**config.mk**
```make
export PLATFORM = sky130hd
export DESIGN_NAME = wave_sample_scheduler_flat
export DESIGN_NICKNAME = d
export VERILOG_FILES = /design/src/rtl/wave_sample_scheduler_if.sv /design/src/rtl/wave_sample_scheduler.sv /design/src/flat_wrapper.sv
export SDC_FILE = /design/constraint.sdc
export NUM_CORES = 1
export LEC_CHECK = 0
export ABC_AREA = 1
export BUFFER_PORTS_ARGS = -buffer_cell sky130_fd_sc_hd__buf_2
export CAP_MARGIN = 30
export CORE_MARGIN = 3
export CORE_UTILIZATION = 60
export CTS_CLUSTER_DIAMETER = 40
export DETAILED_ROUTE_END_ITERATION = 16
export PLACE_DENSITY = 0.92
export REMOVE_ABC_BUFFERS = 1
export SLEW_MARGIN = 20
export SYNTH_ARGS = -nofsm -noshare
export SYNTH_HDL_FRONTEND = slang
export SYNTH_SLANG_ARGS = --single-unit
```
**constraint.sdc**
```tcl
create_clock -name clk -period 4.71 [get_ports clk]
set_clock_uncertainty 0.15 [all_clocks]
set_input_delay 0.471 -clock clk [delete_from_list [all_inputs] [get_ports clk]]
set_output_delay 0.471 -clock clk [all_outputs]
set_load 0.1 [all_outputs]
```
**src/rtl/wave_sample_scheduler_if.sv**
```systemverilog
// Scheduler-side bundle: config inputs, generator strobes/samples and the output byte stream.
// master = scheduler, slave = the generators/host/downstream sink.
interface wave_sample_scheduler_if #(
  parameter int N_SRC = 4,
  parameter int DIV_W = 16
);
  localparam int SEL_W = (N_SRC > 1) ? $clog2(N_SRC) : 1;

  logic                 enable;
  logic                 cfg_load;
  logic [DIV_W-1:0]     cfg_div;
  logic [SEL_W-1:0]     cfg_sel;
  logic [N_SRC-1:0]     gen_valid;
  logic [8*N_SRC-1:0]   gen_data;
  logic                 out_valid;
  logic [7:0]           out_data;
  logic                 out_ready;
  logic [7:0]           overrun_cnt;
  logic                 busy;

  modport master (
    input  enable, cfg_load, cfg_div, cfg_sel, gen_data, out_ready,
    output gen_valid, out_valid, out_data, overrun_cnt, busy
  );

  modport slave (
    output enable, cfg_load, cfg_div, cfg_sel, gen_data, out_ready,
    input  gen_valid, out_valid, out_data, overrun_cnt, busy
  );
endinterface

```
**src/rtl/wave_sample_scheduler.sv**
```systemverilog
// Strobes one selected generator every div+1 cycles, captures its sample the next cycle into a
// small FIFO (out_valid two cycles after the strobe); a full FIFO without a pop drops the sample.
module wave_sample_scheduler #(
  parameter int N_SRC      = 4,
  parameter int DIV_W      = 16,
  parameter int FIFO_DEPTH = 4
) (
  input  logic clk,
  input  logic rst_n,
  wave_sample_scheduler_if.master bus
);
  localparam int SEL_W = (N_SRC > 1) ? $clog2(N_SRC) : 1;
  localparam int PTR_W = $clog2(FIFO_DEPTH);
  localparam int CNT_W = PTR_W + 1;

  typedef enum logic [1:0] {IDLE, RUN, SWITCH} state_t;

  state_t            state;
  logic [DIV_W-1:0]  div;
  logic [DIV_W-1:0]  sh_div;
  logic [DIV_W-1:0]  cnt;
  logic [SEL_W-1:0]  sel;
  logic [SEL_W-1:0]  sh_sel;
  logic              cfg_pend;
  logic              cap_pend;
  logic [N_SRC-1:0]  gen_valid_q;

  logic [7:0]        mem [FIFO_DEPTH];
  logic [PTR_W-1:0]  rd_ptr;
  logic [PTR_W-1:0]  wr_ptr;
  logic [CNT_W-1:0]  count;
  logic [7:0]        overrun_q;

  logic              at_tick;
  logic              apply_cfg;
  logic [DIV_W-1:0]  div_new;
  logic [SEL_W-1:0]  sel_new;
  logic [SEL_W-1:0]  load_sel;
  logic [7:0]        cap_data;
  logic              full;
  logic              pop;
  logic              push_ok;
  logic              drop;

  function automatic logic [N_SRC-1:0] onehot(input logic [SEL_W-1:0] s);
    onehot = N_SRC'(1) << s;
  endfunction

  // at_tick is exactly the cycle in which gen_valid_q is high
  assign at_tick   = (state == RUN) && (cnt == div);
  assign apply_cfg = ((state == IDLE) && cfg_pend) || (state == SWITCH);
  assign div_new   = cfg_pend ? sh_div : div;
  assign sel_new   = cfg_pend ? sh_sel : sel;

  always_comb begin
    load_sel = bus.cfg_sel;
    if (int'(bus.cfg_sel) >= N_SRC)
      load_sel = SEL_W'(N_SRC - 1);
  end

  // sel only changes at the end of the capture cycle, so it still names the strobed source
  assign cap_data = bus.gen_data[8*int'(sel) +: 8];

  always_ff @(posedge clk or negedge rst_n) begin
    if (!rst_n) begin
      state       <= IDLE;
      div         <= '0;
      sh_div      <= '0;
      cnt         <= '0;
      sel         <= '0;
      sh_sel      <= '0;
      cfg_pend    <= 1'b0;
      cap_pend    <= 1'b0;
      gen_valid_q <= '0;
    end else begin
      cap_pend <= at_tick;

      if (bus.cfg_load) begin
        sh_div <= bus.cfg_div;
        sh_sel <= load_sel;
      end

      if (bus.cfg_load)
        cfg_pend <= 1'b1;
      else if (apply_cfg)
        cfg_pend <= 1'b0;

      // gen_valid_q is loaded with the strobe that the next-cycle state/cnt/div will produce
      case (state)
        IDLE: begin
          cnt <= '0;
          if (cfg_pend) begin
            div <= sh_div;
            sel <= sh_sel;
          end
          if (bus.enable) begin
            state       <= RUN;
            gen_valid_q <= (div_new == '0) ? onehot(sel_new) : '0;
          end else begin
            gen_valid_q <= '0;
          end
        end

        RUN: begin
          if (!bus.enable) begin
            state       <= IDLE;
            cnt         <= '0;
            gen_valid_q <= '0;
          end else if (cnt == div) begin
            cnt <= '0;
            if (cfg_pend) begin
              state       <= SWITCH;
              gen_valid_q <= '0;
            end else begin
              gen_valid_q <= (div == '0) ? onehot(sel) : '0;
            end
          end else begin
            cnt         <= cnt + DIV_W'(1);
            gen_valid_q <= ((cnt + DIV_W'(1)) == div) ? onehot(sel) : '0;
          end
        end

        SWITCH: begin
          div <= sh_div;
          sel <= sh_sel;
          cnt <= '0;
          if (bus.enable) begin
            state       <= RUN;
            gen_valid_q <= (sh_div == '0) ? onehot(sh_sel) : '0;
          end else begin
            state       <= IDLE;
            gen_valid_q <= '0;
          end
        end

        default: begin
          state       <= IDLE;
          cnt         <= '0;
          gen_valid_q <= '0;
        end
      endcase
    end
  end

  assign full    = (count == CNT_W'(FIFO_DEPTH));
  assign pop     = (count != '0) && bus.out_ready;
  assign push_ok = cap_pend && (!full || pop);
  assign drop    = cap_pend && !push_ok;

  always_ff @(posedge clk or negedge rst_n) begin
    if (!rst_n) begin
      for (int i = 0; i < FIFO_DEPTH; i++)
        mem[i] <= '0;
      rd_ptr    <= '0;
      wr_ptr    <= '0;
      count     <= '0;
      overrun_q <= '0;
    end else begin
      if (push_ok) begin
        mem[wr_ptr] <= cap_data;
        wr_ptr      <= wr_ptr + PTR_W'(1);
      end
      if (pop)
        rd_ptr <= rd_ptr + PTR_W'(1);

      case ({push_ok, pop})
        2'b10:   count <= count + CNT_W'(1);
        2'b01:   count <= count - CNT_W'(1);
        default: count <= count;
      endcase

      if (drop && (overrun_q != 8'hFF))
        overrun_q <= overrun_q + 8'd1;
    end
  end

  assign bus.gen_valid   = gen_valid_q;
  assign bus.out_valid   = (count != '0);
  assign bus.out_data    = mem[rd_ptr];
  assign bus.overrun_cnt = overrun_q;
  assign bus.busy        = (state != IDLE) || (count != '0);

endmodule

```
**src/flat_wrapper.sv**
```systemverilog
// flat-port wrapper written by rule: the top's interface ports become plain ports
module wave_sample_scheduler_flat 
#(
  parameter int N_SRC      = 4,
  parameter int DIV_W      = 16,
  parameter int FIFO_DEPTH = 4
)
  (clk, rst_n, bus_enable, bus_cfg_load, bus_cfg_div, bus_cfg_sel, bus_gen_data, bus_out_ready, bus_gen_valid, bus_out_valid, bus_out_data, bus_overrun_cnt, bus_busy);
  wave_sample_scheduler_if #(.N_SRC(N_SRC), .DIV_W(DIV_W)) bus_i ();
  input  logic clk;
  input  logic rst_n;
  input wire logic [$bits(bus_i.enable)-1:0] bus_enable;
  input wire logic [$bits(bus_i.cfg_load)-1:0] bus_cfg_load;
  input wire logic [$bits(bus_i.cfg_div)-1:0] bus_cfg_div;
  input wire logic [$bits(bus_i.cfg_sel)-1:0] bus_cfg_sel;
  input wire logic [$bits(bus_i.gen_data)-1:0] bus_gen_data;
  input wire logic [$bits(bus_i.out_ready)-1:0] bus_out_ready;
  output wire logic [$bits(bus_i.gen_valid)-1:0] bus_gen_valid;
  output wire logic [$bits(bus_i.out_valid)-1:0] bus_out_valid;
  output wire logic [$bits(bus_i.out_data)-1:0] bus_out_data;
  output wire logic [$bits(bus_i.overrun_cnt)-1:0] bus_overrun_cnt;
  output wire logic [$bits(bus_i.busy)-1:0] bus_busy;
  assign bus_i.enable = bus_enable;
  assign bus_i.cfg_load = bus_cfg_load;
  assign bus_i.cfg_div = bus_cfg_div;
  assign bus_i.cfg_sel = bus_cfg_sel;
  assign bus_i.gen_data = bus_gen_data;
  assign bus_i.out_ready = bus_out_ready;
  assign bus_gen_valid = bus_i.gen_valid;
  assign bus_out_valid = bus_i.out_valid;
  assign bus_out_data = bus_i.out_data;
  assign bus_overrun_cnt = bus_i.overrun_cnt;
  assign bus_busy = bus_i.busy;
  wave_sample_scheduler #(.N_SRC(N_SRC), .DIV_W(DIV_W), .FIFO_DEPTH(FIFO_DEPTH)) u_core (.clk(clk), .rst_n(rst_n), .bus(bus_i));
endmodule
```
==> results.md <==
* Post-layout util at 70.3%
* Synth top area cells: dfrtp_1, nand2_1, mux2_2
* GR Util All Layers at 26.6%
* Yosys cell types at 31
* Synth async-reset ratio at 100%
* Routed vias/inst at 5.67
* Worst-Margin Slew at 807 ps
* Max-Cap Viols at 0
* Final setup viols at 0
* WS Path Type: flip-flop to output port
* Die height at between 100 and 150 um
* Vias in the first global route at 4987
* Highest-count cells in the layout ignoring fill and taps: nand2_1, dfrtp_1, inv_1, buf_2, nor2_1
* Ant. Diodes at 0
* Total placed cells including tap cells at 892
* Syn Inst Count at 703
* Critical Path Fanout Max at 18
* FF-to-FF setup slack at 2320 ps
* Post-DP Area at roughly 6400 sq um
* Peak supply drop at about 0.42 mV
* Synth warn at 0
* Placer Congestion at 0.984
* R2R depth at 11
* Pins over their slew limit at 0
* Critical path cell sequence: inv_1 > o21ai_0 > o22ai_1 > buf_2
* Clock buffer count from CTS at 9
* Final WL at 14.4 mm
* Initial core utilization at 62.9%
* Post-synth EDFFs at 0
* GRT overflow at 0
* Clk sinks at roughly 110
* Register area share after synthesis at 45.0%
* DR iter-0 viols at 440
* Final critical-path share of the clock period at 60.5%
* Flops & latches, synth at between 100 and 150
* Core Area at 9460 sq um
* HP Class: input port to async pin
* Die Wd at 106 um
* Largest net degree at the start of global routing at 64
* Vias at between 5000 and 6000
* Initial antenna violation count at 0
* CP Data Arrival Time at 2230 ps
* Setup crit start kind: flip-flop
* Synth top area share at between 40 and 50%
* Layout cell share with drive strength beyond 1 at approximately 21%
* Reg2reg end: u_core.count[2]
* Worst setup path end: bus_out_data[4]
* DRT antenna net count at 0
* Post_cts resized at 0
* Fillers at 750
* Setup_tns at 0 ps
* Setup bufs post-CTS at 0
* Final instance area at 6650 sq um
* Crit. End Element: output port
* Leading area contributor after synthesis: dfrtp_1
* TritonRoute pass-1 iters at 7
* Netlist Area Pre-Place at 5950 sq um
* Fin cells at 909
* Crit path largest cell delay at 600 ps
* Crit Reg-Reg Startpoint: u_core.count[0]
* CTS H-tree lvls at 3
* CTS Hold Bufs at 0
* Die area at between 10000 and 15000 sq um
* Outcome: completed
* Post-layout nets at 838
* Number of buffer cells added on primary ports at 76
* Wire length of the first global-routing pass at 24.0 mm
* CTS root buf: clkbuf_8
* CTS tree: yes
* Commonest register cell after synthesis: dfrtp_1
* HPWL Detailed at 10.5 mm
* DRC at 0
* Critical Path Source: u_core.rd_ptr[0]
* Rows at 35
* I/O pin cnt at 77
* Clock Latency Late Sink at 380 ps
* Total power divided by cell area at between 400 and 500 nW/um^2
* Min Tclk post-route at roughly 2800 ps
* DR WL/cell at between 15 and 20 um
* Slowest CP cell: dfrtp_1
* Clk buf depth at 2
* Layout area overhead at 11.7%
* Commonest non-fill, non-tap cell in the layout: nand2_1
* RSZ-0062 raised after global routing: no
* Worst EP required at 4090 ps
* Worst-path clk slew at ~120 ps
* Max_slew headroom at 46.2%
* Leak at 3.23 nW
* Fin. Hold Viols at 0
* Fmax at 0.351 GHz
* Synthesized area per cell at 8.47 sq um
==> metal layers <==
| layer | vias up | track usage, % | wire length, um |
|---|---|---|---|
| met3 | 40 | 4.35 | 1010 |
| li1 | 2455 | - | - |
| met4 | 0 | 9.25 | 347 |
| met2 | 233 | 41.3 | 6710 |
| met1 | 2425 | 38.1 | 6300 |
| met5 | - | 0 | 0 |
==> synth_stat cells, types with 2 or more instances <==
library cell	number
o221ai_1	13
o211ai_1	5
mux2_2	27
mux2_1	5
ha_1	7
nand2_1	153
a21oi_1	6
o22ai_1	8
nand4_1	19
nor2_1	72
xor2_1	23
dfrtp_1	107
buf_2	6
xnor2_1	15
nor3_1	9
o21ai_0	57
a22oi_1	13
nor2_4	13
nand3_2	3
nand2_4	2
clkbuf_1	12
nor2_2	7
o21bai_1	3
nand2_2	12
nand3_1	25
inv_2	2
inv_1	75
==> critical path: cells and delay by family, from the launching register on <==
family | cells | cell delay (ps)
buf+inv | 2 | 940
flops | 1 | 600
compound gates | 2 | 300
==> cells by family (layout without fill, tap and decap cells) <==
logic type / Yosys count / in the layout / share of synthesized area [%]
buffers and inverters: 96 / 173 / 6.18
XOR/XNOR: 38 / 38 / 5.59
AND/OR/NAND/NOR: 317 / 317 / 24.7
adder cells (fa/ha/maj): 8 / 8 / 1.81
flip-flops: 107 / 107 / 45.0
multiplexers: 32 / 32 / 6.05
AO/OA/AOI/OAI: 105 / 105 / 10.7
==> cell type report <==
| class | instances | area [sq um] | area share, % |
|---|---|---|---|
| clock inverter | 6 | 57.6 | 0.866 |
| clock buffer | 10 | 138 | 2.07 |
| inverter | 78 | 293 | 4.40 |
| sequential | 107 | 2680 | 40.3 |
| tap | 129 | 161 | 2.43 |
| timing repair buffer | 79 | 413 | 6.21 |
| multi-input combinational | 500 | 2910 | 43.7 |
==> registers in the layout, indices dropped and copies added, names as in the netlist <==
register                count
u_core.bus.overrun_cnt      8
u_core.sel                  2
u_core.sh_sel               2
u_core.cfg_pend             1
u_core.state                2
u_core.cnt                 16
u_core.bus.gen_valid        4
u_core.cap_pend             1
u_core.mem                 32
u_core.count                3
u_core.rd_ptr               2
u_core.sh_div              16
u_core.div                 16
u_core.wr_ptr               2
==> how the worst min path moves through the flow <==
stage                startpoint                      end  cells past startpoint
2_1_floorplan             rst_n  u_core.bus.gen_valid[0]                      0
4_1_cts                   rst_n        u_core.sh_div[12]                      1
3_3_place_gp     u_core.mem[13]           u_core.mem[13]                      1
3_5_place_dp   u_core.sh_div[9]            u_core.div[9]                      2
6_report                  rst_n        u_core.sh_div[12]                      1
5_1_grt                   rst_n        u_core.sh_div[12]                      1
==> power by group <==
| group | total [mW] | leakage (nW) | internal [mW] | switching [mW] |
|---|---|---|---|---|
| clock network | 0.570 | 0.0980 | 0.218 | 0.351 |
| logic | 1.43 | 1.74 | 0.372 | 1.05 |
| registers | 1.22 | 1.39 | 1.04 | 0.175 |
==> metrics by stage <==
stage	total power, mW	hold slack, ps	setup WS [ps]
after floorplan	2.28	25.4	1700
after global placement	2.57	319	2330
after detailed placement	2.62	321	2320
after CTS	3.19	46.2	1910
after global routing	3.41	72.5	1740
final	3.21	19.0	1860
Note: power is estimated with default switching activity, not from simulation.
